==> config.mk <==
export PLATFORM = sky130hd
export DESIGN_NAME = retire_trace_buffer_flat
export DESIGN_NICKNAME = d
export VERILOG_FILES = /design/src/rtl/retire_trace_buffer_if.sv /design/src/rtl/retire_trace_buffer.sv /design/src/flat_wrapper.sv
export SDC_FILE = /design/constraint.sdc
export NUM_CORES = 1
export LEC_CHECK = 0
export CAP_MARGIN = 20
export CORE_UTILIZATION = 45
export CTS_CLUSTER_DIAMETER = 30
export CTS_CLUSTER_SIZE = 24
export DETAILED_ROUTE_END_ITERATION = 16
export SETUP_SLACK_MARGIN = 0.05
export SLEW_MARGIN = 40
export SYNTH_ARGS = -nofsm -noshare
export SYNTH_HDL_FRONTEND = slang
export SYNTH_SLANG_ARGS = --single-unit
==> constraint.sdc <==
create_clock -name clk -period 17.1 [get_ports clk]
set_input_delay 1.71 -clock clk [delete_from_list [all_inputs] [get_ports clk]]
set_output_delay 1.71 -clock clk [all_outputs]
set_load 0.02 [all_outputs]
==> src/rtl/retire_trace_buffer_if.sv <==
// Retirement-trace bus bundle.
// Carries the retire-event side (ret_*, halt) from the CPU writeback stage and
// the record side (rec_*, level, drop_cnt, done) toward the trace logger.
//   slave  : the trace buffer itself
//   master : the environment (retire source + logger)
interface retire_trace_buffer_if #(
  parameter int DEPTH = 8,
  parameter int CNT_W = 8
);
  localparam int LW = $clog2(DEPTH) + 1;

  logic             ret_valid;
  logic [1:0]       ret_kind;
  logic [15:0]      ret_pc;
  logic [15:0]      ret_addr;
  logic [15:0]      ret_data;
  logic             halt;
  logic             rec_ready;
  logic             rec_valid;
  logic [1:0]       rec_kind;
  logic [15:0]      rec_pc;
  logic [15:0]      rec_addr;
  logic [15:0]      rec_data;
  logic [15:0]      rec_seq;
  logic [LW-1:0]    level;
  logic [CNT_W-1:0] drop_cnt;
  logic             done;

  modport slave (
    input  ret_valid, ret_kind, ret_pc, ret_addr, ret_data, halt, rec_ready,
    output rec_valid, rec_kind, rec_pc, rec_addr, rec_data, rec_seq,
           level, drop_cnt, done
  );

  modport master (
    output ret_valid, ret_kind, ret_pc, ret_addr, ret_data, halt, rec_ready,
    input  rec_valid, rec_kind, rec_pc, rec_addr, rec_data, rec_seq,
           level, drop_cnt, done
  );
endinterface

==> src/rtl/retire_trace_buffer.sv <==
// Retirement trace buffer.
// Packs each retired instruction (kind, pc, addr, data, sequence number) into a
// record and queues it in a first-word-fall-through FIFO drained by the trace
// logger over a valid/ready handshake. On halt, new events are refused, the
// FIFO drains, and done is raised and held until reset.
// Ports:
//   clk    : clock, all state on posedge
//   rst_n  : asynchronous active-low reset
//   bus    : retire_trace_buffer_if.slave (ret_* / halt in, rec_* / level /
//            drop_cnt / done out)
//
// state | meaning
// RUN   | accepting retire events
// DRAIN | halt seen; events ignored, FIFO draining
// DONE  | halted and empty; done=1 until reset
module retire_trace_buffer #(
  parameter int DEPTH = 8,
  parameter int CNT_W = 8
) (
  input  logic                  clk,
  input  logic                  rst_n,
  retire_trace_buffer_if.slave  bus
);
  localparam int AW = $clog2(DEPTH);
  localparam int LW = AW + 1;
  localparam int RW = 2 + 16 * 4;

  typedef enum logic [1:0] {S_RUN, S_DRAIN, S_DONE} state_t;

  state_t           state, state_nxt;
  logic             accepting;
  logic             done;

  logic [RW-1:0]    mem [DEPTH];
  logic [AW-1:0]    wr_ptr, rd_ptr;
  logic [LW-1:0]    level_q;
  logic [15:0]      seq_q;
  logic [CNT_W-1:0] drop_q;

  logic             rec_valid, full, pop, push_req, do_push, drop;
  logic [RW-1:0]    head;

  assign rec_valid = (level_q != '0);
  assign full      = (level_q == LW'(DEPTH));
  assign pop       = rec_valid && bus.rec_ready;
  assign push_req  = accepting && bus.ret_valid && (bus.ret_kind != 2'b11);
  // A full FIFO can still take a record when the head leaves in the same cycle.
  assign do_push   = push_req && (!full || pop);
  assign drop      = push_req && full && !pop;

  always_ff @(posedge clk) begin
    if (do_push)
      mem[wr_ptr] <= {bus.ret_kind, bus.ret_pc, bus.ret_addr, bus.ret_data, seq_q};
  end

  always_ff @(posedge clk or negedge rst_n) begin
    if (!rst_n) begin
      wr_ptr  <= '0;
      rd_ptr  <= '0;
      level_q <= '0;
      seq_q   <= '0;
      drop_q  <= '0;
    end else begin
      if (do_push) wr_ptr <= wr_ptr + 1'b1;
      if (pop)     rd_ptr <= rd_ptr + 1'b1;
      case ({do_push, pop})
        2'b10:   level_q <= level_q + LW'(1);
        2'b01:   level_q <= level_q - LW'(1);
        default: level_q <= level_q;
      endcase
      // Dropped records still burn a sequence number so gaps are visible downstream.
      if (push_req) seq_q <= seq_q + 16'd1;
      if (drop && (drop_q != '1)) drop_q <= drop_q + CNT_W'(1);
    end
  end

  always_ff @(posedge clk or negedge rst_n) begin
    if (!rst_n) state <= S_RUN;
    else        state <= state_nxt;
  end

  always_comb begin
    state_nxt = state;
    case (state)
      S_RUN:   if (bus.halt) state_nxt = S_DRAIN;
      S_DRAIN: if (level_q == '0) state_nxt = S_DONE;
      S_DONE:  state_nxt = S_DONE;
      default: state_nxt = S_RUN;
    endcase
  end

  always_comb begin
    accepting = 1'b0;
    done      = 1'b0;
    case (state)
      S_RUN:   accepting = 1'b1;
      S_DONE:  done      = 1'b1;
      default: ;
    endcase
  end

  // Head record is forced to zero while empty so stale storage never shows.
  assign head          = rec_valid ? mem[rd_ptr] : '0;
  assign bus.rec_valid = rec_valid;
  assign bus.rec_kind  = head[65:64];
  assign bus.rec_pc    = head[63:48];
  assign bus.rec_addr  = head[47:32];
  assign bus.rec_data  = head[31:16];
  assign bus.rec_seq   = head[15:0];
  assign bus.level     = level_q;
  assign bus.drop_cnt  = drop_q;
  assign bus.done      = done;
endmodule

==> src/flat_wrapper.sv <==
// flat-port wrapper written by rule: the top's interface ports become plain ports
module retire_trace_buffer_flat 
#(
  parameter int DEPTH = 8,
  parameter int CNT_W = 8
)
  (clk, rst_n, bus_ret_valid, bus_ret_kind, bus_ret_pc, bus_ret_addr, bus_ret_data, bus_halt, bus_rec_ready, bus_rec_valid, bus_rec_kind, bus_rec_pc, bus_rec_addr, bus_rec_data, bus_rec_seq, bus_level, bus_drop_cnt, bus_done);
  retire_trace_buffer_if #(.DEPTH(DEPTH), .CNT_W(CNT_W)) bus_i ();
  input  logic clk;
  input  logic rst_n;
  input wire logic [$bits(bus_i.ret_valid)-1:0] bus_ret_valid;
  input wire logic [$bits(bus_i.ret_kind)-1:0] bus_ret_kind;
  input wire logic [$bits(bus_i.ret_pc)-1:0] bus_ret_pc;
  input wire logic [$bits(bus_i.ret_addr)-1:0] bus_ret_addr;
  input wire logic [$bits(bus_i.ret_data)-1:0] bus_ret_data;
  input wire logic [$bits(bus_i.halt)-1:0] bus_halt;
  input wire logic [$bits(bus_i.rec_ready)-1:0] bus_rec_ready;
  output wire logic [$bits(bus_i.rec_valid)-1:0] bus_rec_valid;
  output wire logic [$bits(bus_i.rec_kind)-1:0] bus_rec_kind;
  output wire logic [$bits(bus_i.rec_pc)-1:0] bus_rec_pc;
  output wire logic [$bits(bus_i.rec_addr)-1:0] bus_rec_addr;
  output wire logic [$bits(bus_i.rec_data)-1:0] bus_rec_data;
  output wire logic [$bits(bus_i.rec_seq)-1:0] bus_rec_seq;
  output wire logic [$bits(bus_i.level)-1:0] bus_level;
  output wire logic [$bits(bus_i.drop_cnt)-1:0] bus_drop_cnt;
  output wire logic [$bits(bus_i.done)-1:0] bus_done;
  assign bus_i.ret_valid = bus_ret_valid;
  assign bus_i.ret_kind = bus_ret_kind;
  assign bus_i.ret_pc = bus_ret_pc;
  assign bus_i.ret_addr = bus_ret_addr;
  assign bus_i.ret_data = bus_ret_data;
  assign bus_i.halt = bus_halt;
  assign bus_i.rec_ready = bus_rec_ready;
  assign bus_rec_valid = bus_i.rec_valid;
  assign bus_rec_kind = bus_i.rec_kind;
  assign bus_rec_pc = bus_i.rec_pc;
  assign bus_rec_addr = bus_i.rec_addr;
  assign bus_rec_data = bus_i.rec_data;
  assign bus_rec_seq = bus_i.rec_seq;
  assign bus_level = bus_i.level;
  assign bus_drop_cnt = bus_i.drop_cnt;
  assign bus_done = bus_i.done;
  retire_trace_buffer #(.DEPTH(DEPTH), .CNT_W(CNT_W)) u_core (.clk(clk), .rst_n(rst_n), .bus(bus_i));
endmodule
# Word-level counts from Yosys, hierarchy flattened
# Memory sizes are Yosys's and may differ from the RTL's.
# Index checks and enable logic that the tools add are counted.
# op_classes
n_reduce_logical	15
muxes	9
n_addsub	6
n_eq_ne	9
# op_table
operator	count
$mux W66	1
$add A16 B1 Y16 const B	1
$add A8 B1 Y8 const B	1
$ne A8 B8 Y1 const B	1
$pmux W4 S2	1
$logic_and A1 B1 Y1	7
$add A3 B1 Y3 const B	2
$pmux W2 S3	1
$add A4 B1 Y4 const B	1
$eq A2 B1 Y1 const B	2
$eq A2 B2 Y1 const B	2
$eq A4 B4 Y1 const B	1
$logic_not A4 Y1	1
$mux W1	4
$mux W2	2
$ne A2 B2 Y1 const B	2
$reduce_bool A4 Y1	1
$sub A4 B1 Y4 const B	1
$logic_not A1 Y1	2
$logic_not A2 Y1	1
$ne A2 B1 Y1 const B	1
$reduce_and A2 Y1	1
$reduce_bool A2 Y1	1
$logic_or A1 B1 Y1	1
# word_totals
out_inout_bits	80
n_memories	1
elab_cells	46
ramBits	528
register_bits	36
# memory_table
name	depth	width	rd	rd_clocked_by_memory_dff	write_ports	line	text
u_core.mem	8	66	1	0	1	retire_trace_buffer.sv:34	logic [RW-1:0] mem [DEPTH];

# Logic depth before layout (Yosys ltp)
# depth
ltp_word	7
mapped_depth	10

# Least setup slack after synthesis
# Ideal clock, no wire load.
# synth_timing
kind	input to register
startpoint	input bus_rec_ready
endpoint	memory u_core.mem[4][0] in the netlist's numbering (enable)
setup_time_ps	677
required_time_ps	16423
arrival_ps	9011
slack_ps	7412
path_stages	5
path_buffers	1
cell_sequence	nand2b_1 nor4_1 nand2b_1 buf_2 nor4b_1
# synth_between
elab_chain_len	5
# synth_rtl
element	line	text
start: declaration	flat_wrapper.sv:17	input wire logic [$bits(bus_i.rec_ready)-1:0] bus_rec_ready;
$logic_and A1 B1 Y1	retire_trace_buffer.sv:45	assign pop = rec_valid && bus.rec_ready;
$logic_or A1 B1 Y1	retire_trace_buffer.sv:48	assign do_push = push_req && (!full || pop);
$logic_and A1 B1 Y1	retire_trace_buffer.sv:48	
$mux W1	retire_trace_buffer.sv:52	if (do_push)
$mux W1 (implied by the code)	retire_trace_buffer.sv:53	mem[wr_ptr] <= {bus.ret_kind, bus.ret_pc, bus.ret_addr, bus.ret_data, seq_q};
end: declaration	retire_trace_buffer.sv:34	
# No other way between the ends.

# Worst setup path in the final report
# layout_timing
startpoint	register u_core.rd_ptr[0]
endpoint	output bus_rec_seq[12]
# layout_between
elab_chain_len	2
# layout_rtl
element	line	text
start: declaration	retire_trace_buffer.sv:35	logic [AW-1:0] wr_ptr, rd_ptr;
start signal: assignment	retire_trace_buffer.sv:65	if (pop) rd_ptr <= rd_ptr + 1'b1;
$mem_v2 Z8 W66	-	
$mux W66	retire_trace_buffer.sv:103	assign head = rec_valid ? mem[rd_ptr] : '0;
end: declaration	flat_wrapper.sv:23	output wire logic [$bits(bus_i.rec_seq)-1:0] bus_rec_seq;
# No other way between the ends.

==> flow_summary.json <==
{
  "first_pass_iters": 5,
  "clock_sinks": 564,
  "path_clk_slew_ns": 0.05,
  "layout.nets": 1302,
  "final.min_clock_period_ns": 5.33,
  "setup_tns_ns": 0,
  "whs_ns": 0.508,
  "grt_pass1_vias": 11650,
  "antenna_found_initial": 0,
  "critPathMaxFanout": 48,
  "initial_core_util_pct": 45.8,
  "cts_tree": "yes",
  "place.gp.congestion": 0.699,
  "finalCritPeriodShare_pct": 31.2,
  "detail-route-antenna-nets": 0,
  "dp_hpwl_mm": 22.8,
  "synth_edf_count": 528,
  "final_util_pct": 58.5,
  "ioPinCount": 135,
  "die_width_um": 223,
  "slew_viol_final": 0,
  "postCtsSetupBuffers": 0,
  "cellPowerDensity_mw_per_mm2": 190,
  "tightest_slew_ns": 0.802,
  "htreeDepth": 3,
  "syn_nets": 1081,
  "coreArea_mm2": 0.0479,
  "wire_per_inst_um": 22.8,
  "relSlewSlack_pct": 46.4,
  "cp-end-kind": "output pin",
  "drt_iter0_markers": 720,
  "layout_common_cells": "528 x edfxtp_1, 133 x clkdlybuf4s50_1, 129 x mux4_2",
  "timing.fmax_ghz": 0.188,
  "arrival_ns": 3.62,
  "synth_cell_types": 40,
  "power_leakage_nw": 9.63,
  "status": "finished clean",
  "cap_violations": 0,
  "synthCells": 1017,
  "insertion_delay_ns": 0.63,
  "cts_buffers": 115,
  "area_delta_synth_final_pct": 27.7,
  "ctsHoldBuffers": 0,
  "grtUsageTotal_pct": 18.7,
  "viasPerCell": 5.38,
  "drc_errors": 0,
  "hold_class": "reg2reg",
  "finalSetupViolations": 0,
  "syn_area_per_cell_um2": 21.6,
  "rows": 80,
  "drive_gt1_share_pct": 27.6,
  "yosysSeqAreaShare_pct": 76.3,
  "die_area_mm2": 0.0497,
  "cts-root-buf": "clkbuf_16",
  "ys.flop_type": "edfxtp_1",
  "io_buffers": 134,
  "synth_warnings": 0,
  "overflow": 0,
  "fin_skew_ns": 0.0139,
  "ys_ff_latch": 564,
  "synthesis.area_mm2": 0.0220,
  "layout_commonest_cell": "edfxtp_1",
  "grt_pass1_wl_mm": 69.2,
  "rsz0062_at_grt": "false",
  "diodes": 0,
  "async_flop_share_pct": 6.38,
  "vias": 10527,
  "startpoint_type": "flop",
  "cts_resized": 0,
  "wl_mm": 44.7,
  "vdd_ir_drop_max_v": 0.000153,
  "grt_max_degree": 68,
  "nFillCells": 3504,
  "critPathRequiredTime_ns": 15.39,
  "clock_path_buffers": 3,
  "criticalPathCategory": "reg2out",
  "hold_viol_final": 0,
  "fp.dieH_um": 223
}
==> registers in the layout, indices dropped and copies added (netlist names) <==
signal,flops
u_core.bus.level,4
u_core.seq_q,16
u_core.bus.drop_cnt,8
u_core.mem,528
u_core.state,2
u_core.wr_ptr,3
u_core.rd_ptr,3
==> where the power goes <==
group | switching, mW | internal [mW] | total (mW)
sequential | 0.0960 | 1.62 | 1.71
clock | 0.736 | 1.54 | 2.27
combinational | 0.701 | 0.653 | 1.35
==> routing by layer <==
metal	wire (um)	up-vias	GRT usage, %
li1	-	4662	-
met4	772	0	5.54
met2	22100	255	30.6
met1	19800	5546	25.4
met5	0	-	0
met3	2030	64	4.11
==> cell type report <==
cell class	instances	area (um^2)	share of cell area, %
clock inverter	91	1110	3.96
clock buffer	128	2950	10.5
timing repair buffer	154	1560	5.55
inverter	7	26.3	0.0937
tap	615	769	2.74
multi-input combinational	396	4860	17.3
sequential	564	16800	59.8
==> synth_stat cells, types with 3 or more instances <==
| master | number | area share [%] |
|---|---|---|
| mux4_1 | 3 | 0.36 |
| edfxtp_1 | 528 | 72 |
| mux2_1 | 3 | 0.15 |
| nor2_1 | 76 | 1.3 |
| inv_1 | 6 | 0.10 |
| mux2i_1 | 66 | 3.0 |
| xnor2_1 | 21 | 0.84 |
| buf_2 | 26 | 0.59 |
| dfrtp_1 | 36 | 4.1 |
| mux4_2 | 129 | 13 |
| nor3_1 | 7 | 0.16 |
| nand2_1 | 30 | 0.51 |
| xor2_1 | 8 | 0.32 |
| nand3_1 | 10 | 0.23 |
| clkbuf_1 | 13 | 0.22 |
| ha_1 | 9 | 0.51 |
| nand4_1 | 4 | 0.11 |
| nor4_1 | 4 | 0.11 |
| buf_12 | 8 | 0.73 |
| nor3_2 | 4 | 0.18 |
==> stage by stage <==
| stage | power [mW] | cells | setup WS (ns) | cell area (um^2) |
|---|---|---|---|---|
| finish | 5.34 | 1955 | 11.77 | 28000 |
| global route | 5.56 | 1955 | 11.52 | 28000 |
| CTS | 5.41 | 1954 | 11.36 | 28000 |
| detailed placement | 3.12 | 1735 | 11.66 | 23900 |
| global placement | 3.10 | 1735 | 11.76 | 23900 |
| floorplan | 2.63 | 1017 | 7.41 | 22000 |
==> worst paths after layout <==
check / depth (start not counted) / slack [ns] / end / start
min in group asynchronous: 1 / 1.06 / u_core.bus.drop_cnt[3] / rst_n
hold / removal: 1 / 0.51 / u_core.bus.drop_cnt[7] / u_core.bus.drop_cnt[7]
hold reg to reg: 1 / 0.51 / u_core.bus.drop_cnt[7] / u_core.bus.drop_cnt[7]
setup reg to reg: 7 / 13.52 / u_core.mem[7][6] / u_core.state[1]
setup / recovery: 5 / 11.77 / bus_rec_seq[12] / u_core.rd_ptr[0]
max in group asynchronous: 1 / 15.64 / u_core.rd_ptr[0] / rst_n
==> critical path: stages (launching register included) <==
cell and delay (ns):
dfrtp_4 0.74, buf_6 0.64, mux4_2 0.58, mux2i_1 0.37, nor2_1 0.08, clkdlybuf4s50_1 0.56
==> logic make-up (layout without fill, tap and decap cells) <==
family | after synthesis | in the layout | share of synthesized area [%]
compound gates | 8 | 8 | 0.313
xor+xnor | 29 | 29 | 1.16
fa+ha+maj | 9 | 9 | 0.513
buf+inv | 57 | 380 | 1.78
flops | 564 | 564 | 76.3
mux | 201 | 201 | 16.8
simple gates | 149 | 149 | 3.16
(Power assumes the default switching activity.)
